$ cat src/rtl/fetch_unit.sv
// fetch_unit: ARMv4 instruction fetch stage with a single outstanding imem
// request, PC register, hold buffer and the IF/ID register feeding decode.
// Ports: clk/rst (sync, active-low); imem_req/imem_addr request side;
// imem_data/imem_valid response side; stall from the hazard unit;
// SELPC/SELBRANCHDIR redirects with pc_wb_value/branch_target; IF/ID outputs
// instr/instr_valid/pc_plus8 plus decoder field slices.
// Optional FETCH_STATS_EN adds fetch_cnt/drop_cnt counters.
module fetch_unit #(
    parameter int             bus      = 32,
    parameter logic [bus-1:0] RESET_PC = '0
) (
    input  logic           clk,
    input  logic           rst,
    output logic [bus-1:0] imem_addr,
    output logic           imem_req,
    input  logic [bus-1:0] imem_data,
    input  logic           imem_valid,
    input  logic           stall,
    input  logic           SELBRANCHDIR,
    input  logic           SELPC,
    input  logic [bus-1:0] branch_target,
    input  logic [bus-1:0] pc_wb_value,
    output logic [bus-1:0] instr,
    output logic           instr_valid,
    output logic [bus-1:0] pc_plus8,
    output logic [3:0]     cond,
    output logic [1:0]     op,
    output logic [5:0]     funct,
    output logic [3:0]     rd,
    output logic [4:0]     shamt5,
    output logic [1:0]     sh,
    output logic           shift_type
`ifdef FETCH_STATS_EN
    ,
    output logic [31:0]    fetch_cnt,
    output logic [31:0]    drop_cnt
`endif
);

    typedef enum logic [1:0] {
        S_ISSUE,
        S_WAIT,
        S_DROP,
        S_HOLD
    } state_t;

    state_t         r_state;
    state_t         w_next;
    logic [bus-1:0] r_pc;
    logic [bus-1:0] w_pc_nxt;
    logic [bus-1:0] r_hold;
    logic [bus-1:0] w_hold_nxt;
    logic [bus-1:0] r_instr;
    logic           r_valid;
    logic [bus-1:0] r_pc8;
    logic           w_redir;
    logic [bus-1:0] w_sel;
    logic [bus-1:0] w_target;
    logic           w_load;
    logic [bus-1:0] w_word;
    logic           w_req;

    // SELPC wins over a simultaneous branch; targets are word aligned.
    assign w_redir  = SELPC | SELBRANCHDIR;
    assign w_sel    = SELPC ? pc_wb_value : branch_target;
    assign w_target = {w_sel[bus-1:2], 2'b00};

    always_comb begin
        w_next     = r_state;
        w_pc_nxt   = r_pc;
        w_hold_nxt = r_hold;
        w_load     = 1'b0;
        w_word     = r_hold;
        w_req      = 1'b0;
        unique case (r_state)
            S_ISSUE: begin
                if (w_redir) begin
                    w_pc_nxt = w_target;
                end else begin
                    w_req  = 1'b1;
                    w_next = S_WAIT;
                end
            end
            S_WAIT: begin
                if (imem_valid) begin
                    if (w_redir) begin
                        w_pc_nxt = w_target;
                        w_next   = S_ISSUE;
                    end else if (stall) begin
                        w_hold_nxt = imem_data;
                        w_next     = S_HOLD;
                    end else begin
                        w_load = 1'b1;
                        w_word = imem_data;
                        w_next = S_ISSUE;
                    end
                end else if (w_redir) begin
                    w_pc_nxt = w_target;
                    w_next   = S_DROP;
                end
            end
            S_DROP: begin
                if (w_redir) begin
                    w_pc_nxt = w_target;
                end
                if (imem_valid) begin
                    w_next = S_ISSUE;
                end
            end
            S_HOLD: begin
                if (w_redir) begin
                    w_pc_nxt = w_target;
                    w_next   = S_ISSUE;
                end else if (!stall) begin
                    w_load = 1'b1;
                    w_next = S_ISSUE;
                end
            end
            default: w_next = S_ISSUE;
        endcase
        if (w_load) begin
            w_pc_nxt = r_pc + bus'(4);
        end
    end

    // No request may escape while reset is being applied.
    assign imem_req  = w_req & rst;
    assign imem_addr = r_pc;

    always_ff @(posedge clk) begin
        if (!rst) begin
            r_state <= S_ISSUE;
            r_pc    <= RESET_PC;
            r_hold  <= '0;
            r_instr <= '0;
            r_valid <= 1'b0;
            r_pc8   <= RESET_PC + bus'(8);
        end else begin
            r_state <= w_next;
            r_pc    <= w_pc_nxt;
            r_hold  <= w_hold_nxt;
            // Flush beats stall; otherwise load a word or insert a bubble.
            if (w_redir) begin
                r_valid <= 1'b0;
            end else if (!stall) begin
                if (w_load) begin
                    r_instr <= w_word;
                    r_valid <= 1'b1;
                    r_pc8   <= r_pc + bus'(8);
                end else begin
                    r_valid <= 1'b0;
                end
            end
        end
    end

`ifdef FETCH_STATS_EN
    logic w_drop;

    // Discarded response (redirected WAIT or any DROP) or discarded buffer.
    assign w_drop =
        (imem_valid && r_state == S_WAIT && w_redir) ||
        (imem_valid && r_state == S_DROP) ||
        (r_state == S_HOLD && w_redir);

    always_ff @(posedge clk) begin
        if (!rst) begin
            fetch_cnt <= '0;
            drop_cnt  <= '0;
        end else begin
            if (w_load) begin
                fetch_cnt <= fetch_cnt + 32'd1;
            end
            if (w_drop) begin
                drop_cnt <= drop_cnt + 32'd1;
            end
        end
    end
`endif

    assign instr       = r_instr;
    assign instr_valid = r_valid;
    assign pc_plus8    = r_pc8;
    assign cond        = r_instr[31:28];
    assign op          = r_instr[27:26];
    assign funct       = r_instr[25:20];
    assign rd          = r_instr[15:12];
    assign shamt5      = r_instr[11:7];
    assign sh          = r_instr[6:5];
    assign shift_type  = r_instr[4];

endmodule

$ cat config.mk
export PLATFORM = sky130hd
export DESIGN_NAME = fetch_unit
export DESIGN_NICKNAME = d
export VERILOG_FILES = /design/src/rtl/fetch_unit.sv
export SDC_FILE = /design/constraint.sdc
export NUM_CORES = 1
export LEC_CHECK = 0
export BUFFER_PORTS_ARGS = -buffer_cell sky130_fd_sc_hd__buf_4
export CAP_MARGIN = 10
export CORE_MARGIN = 8
export CORE_UTILIZATION = 45
export CTS_BUF_LIST = sky130_fd_sc_hd__clkbuf_8
export CTS_CLUSTER_DIAMETER = 60
export DETAILED_ROUTE_END_ITERATION = 8
export GPL_ROUTABILITY_DRIVEN = 0
export PLACE_DENSITY = 0.74
export SETUP_SLACK_MARGIN = 0.15
export SYNTH_ARGS = -nofsm -noshare
export SYNTH_HDL_FRONTEND = slang
export SYNTH_SLANG_ARGS = --single-unit
$ cat constraint.sdc
create_clock -name clk -period 2.22 [get_ports clk]
set_input_delay 0.222 -clock clk [delete_from_list [all_inputs] [get_ports clk]]
set_output_delay 0.222 -clock clk [all_outputs]
set_load 0.02 [all_outputs]
==> metrics <==
Crit-path slowest cell nor3_2; post-synth top area share 40.7%; commonest non-fill, non-tap cell in the layout buf_4; cell family with most CP delay simple AND/OR/NAND/NOR gates; first-pass GRT wire length 29,800 µm; core area 13,700 µm²; top post-synthesis cells by area dfxtp_1 (41%), nand2_1 (6.1%), mux2i_1 (5.9%), a211oi_1 (5.9%), a21oi_1 (5.6%); Yosys Warn Count 0; CTS tree done; Comb pwr share 12.7%; CP Capture Type flop; Max Cap Viol 0; Routed wire per std cell 17.2 µm; # port buffers 215; Reg2Reg Setup Slack 0.31 ns; CP cell instances ha_1, nand4_1, nor3_2, nand4_1, xnor2_1, o22ai_1; Sw Pwr 1320 µW; hold crit path type input port to flop; Seq pwr share 47.8%; Period minus WS final 1.91 ns; Worst R2R Path Depth 6; RSZ-0062 raised after global routing false; gr usage total 20.7%; Worst slew margin 56.2%; post-DP HPWL 13,900 µm; DR vias/cell 5.35; CTS Root Cell clkbuf_8; H-Tree Depth 4; Final Hold Viols 0; Async SR Flop Fraction 0%; fmax 0.525 GHz; Residual DRC 0; register bit count reported by yosys 127; Post-Route WL 19,200 µm; EDFF count, synth 0; Min-Delay Path Depth 2; Detailed Route Iter0 Violations 429; Mapped Cells 749; sequential share of the synthesized area 40.7%; Overflow after GRT 0; Avg Cell Area, Syn 8.34 µm²; Lkg Pwr 0.00344 µW; n_diodes 0; Netlist cell types 52; via count 5,976; Final Instance Area 8270 µm²; die width 134 µm; final net count 1,031; layout cells sized above 1 30.5%; Area Overhead vs Synth 32.4%; Initial DRT Pass Iterations 5; PwrDens 610 nW/µm²; Setup crit start kind flop; Final Cycle Share 85.8%; Initial Util 45.5%; status finished clean; Worst-path clk slew 0.07 ns; most frequent cells in the layout buf_4 (243), dfxtp_1 (127), nand2_1 (102); Synth area leader dfxtp_1; largest net degree at the start of global routing 88; site row count 43; max-slew violations 0; synthesized area 6250 µm²; Final Power 5040 µW; Critical Path Fanout Max 5; critical path depth in cells 6; switching share of power 26.3%; Clock Skew 0.0145 ns; Int Pwr 3720 µW; Max Buffers Root-to-Sink 2; vias in the first global route 5,485; setup violators final 0; DP Area 7880 µm²; DIE AREA 17,900 µm²; clock latency on the worst-skew pair 0.44 ns; ANT nets after route 0; Main synth FF type dfxtp_1; Setup Fix Bufs, Post-CTS 0; max incr delay on CP 0.40 ns; buffers and inverters on the worst path 0; post-route setup TNS 0 ns; CTS sink cnt 127; Critical Path AT 2.20 ns; Clock Power Share 39.5%; Die Y 134 µm; Crit Path Class flop to flop; initial antenna violation count 0; Slew @ Worst Pin 0.657 ns; I/O pin total 224; Peak VDD IR 343 µV; CTS Buf Count 17; data required time of the critical path 2.52 ns; Top cell by count, worst path nand4_1
## registers in the layout (all words and copies together) (netlist names)
name,cells
r_hold,32
pc_plus8,30
imem_addr,30
instr,32
instr_valid,1
r_state,2
## final cells by class
type	instances	area, µm²
multi-input cells	528	3200
clock inverters	13	150
flip-flops and latches	127	2540
clock buffers	17	234
well taps	180	225
repair buffers	247	1890
inverters	6	22.5
fillers	1295	5450
## metrics by stage
stage	utilization (%)	cells	setup WS [ns]	hold WS [ns]
floorplan	-	752	0.257	0.358
global placement	57.4	1087	0.387	0.441
detailed placement	57.4	1087	0.380	0.446
CTS	60.2	1117	0.353	0.00404
global route	60.3	1118	0.155	0.00659
finish	60.3	1118	0.315	0.0356
## routing by layer
metal,vias up,track usage [%],part of all wire (%)
met1,2714,26.5,43
met2,247,32.0,47
met4,0,7.61,2.0
met3,31,6.58,8.6
li1,2984,-,-
met5,-,0,0
## worst register-to-register path, stage by stage (launching register included)
cell,delay [ns]
dfxtp_1,0.34
ha_1,0.25
nand4_1,0.29
nor3_2,0.40
nand4_1,0.16
xnor2_1,0.19
o22ai_1,0.13
## timing repair
item	4_1_cts	5_1_grt
hold endpoints to repair	0	1
resized for setup	0	0
hold buffers	0	1
## worst paths after layout
check | startpoint | end
max reg2reg | imem_addr[4] | imem_addr[27]
min reg2reg | r_hold[10] | r_hold[10]
max | imem_addr[4] | imem_addr[27]
min | rst | pc_plus8[3]
## Yosys cell counts (2+ instances only)
cell type and number:
a211oi_1 49, a21oi_1 70, a22oi_1 6, and4_1 5, buf_2 26, buf_4 30, clkbuf_1 33, dfxtp_1 127
ha_1 2, inv_1 5, mux2i_1 37, nand2_1 102, nand2b_1 2, nand3_1 21, nand4_1 19, nand4_2 2
nor2_1 61, nor3_1 9, nor3b_1 2, nor4_1 4, nor4_2 2, o211ai_1 6, o21ai_0 31, o221ai_1 10
o22ai_1 10, or2_2 2, or3_1 3, xnor2_1 16, xor2_1 34
## power groups by stage
stage,Combinational (µW),Clock (µW),Sequential (µW)
after global routing,687,2140,2420
after CTS,641,2040,2410
after global placement,633,0,2460
after floorplan,279,0,2490
after detailed placement,637,0,2460
final,641,1990,2410
## cell families (layout without fill, tap and decap cells)
family / Yosys count / in the layout / synth area share, %
and+or+nand+nor: 244 / 244 / 18.6
AOI/OAI and AO/OA: 191 / 191 / 19.0
DFF: 127 / 127 / 40.7
buffers and inverters: 97 / 283 / 8.29
xor gates and xnor gates: 50 / 50 / 7.01
muxes: 37 / 37 / 5.93
adders and majority gates: 2 / 2 / 0.400
other: 1 / 4 / 0.0600
Note: power is estimated with default switching activity, not from simulation.
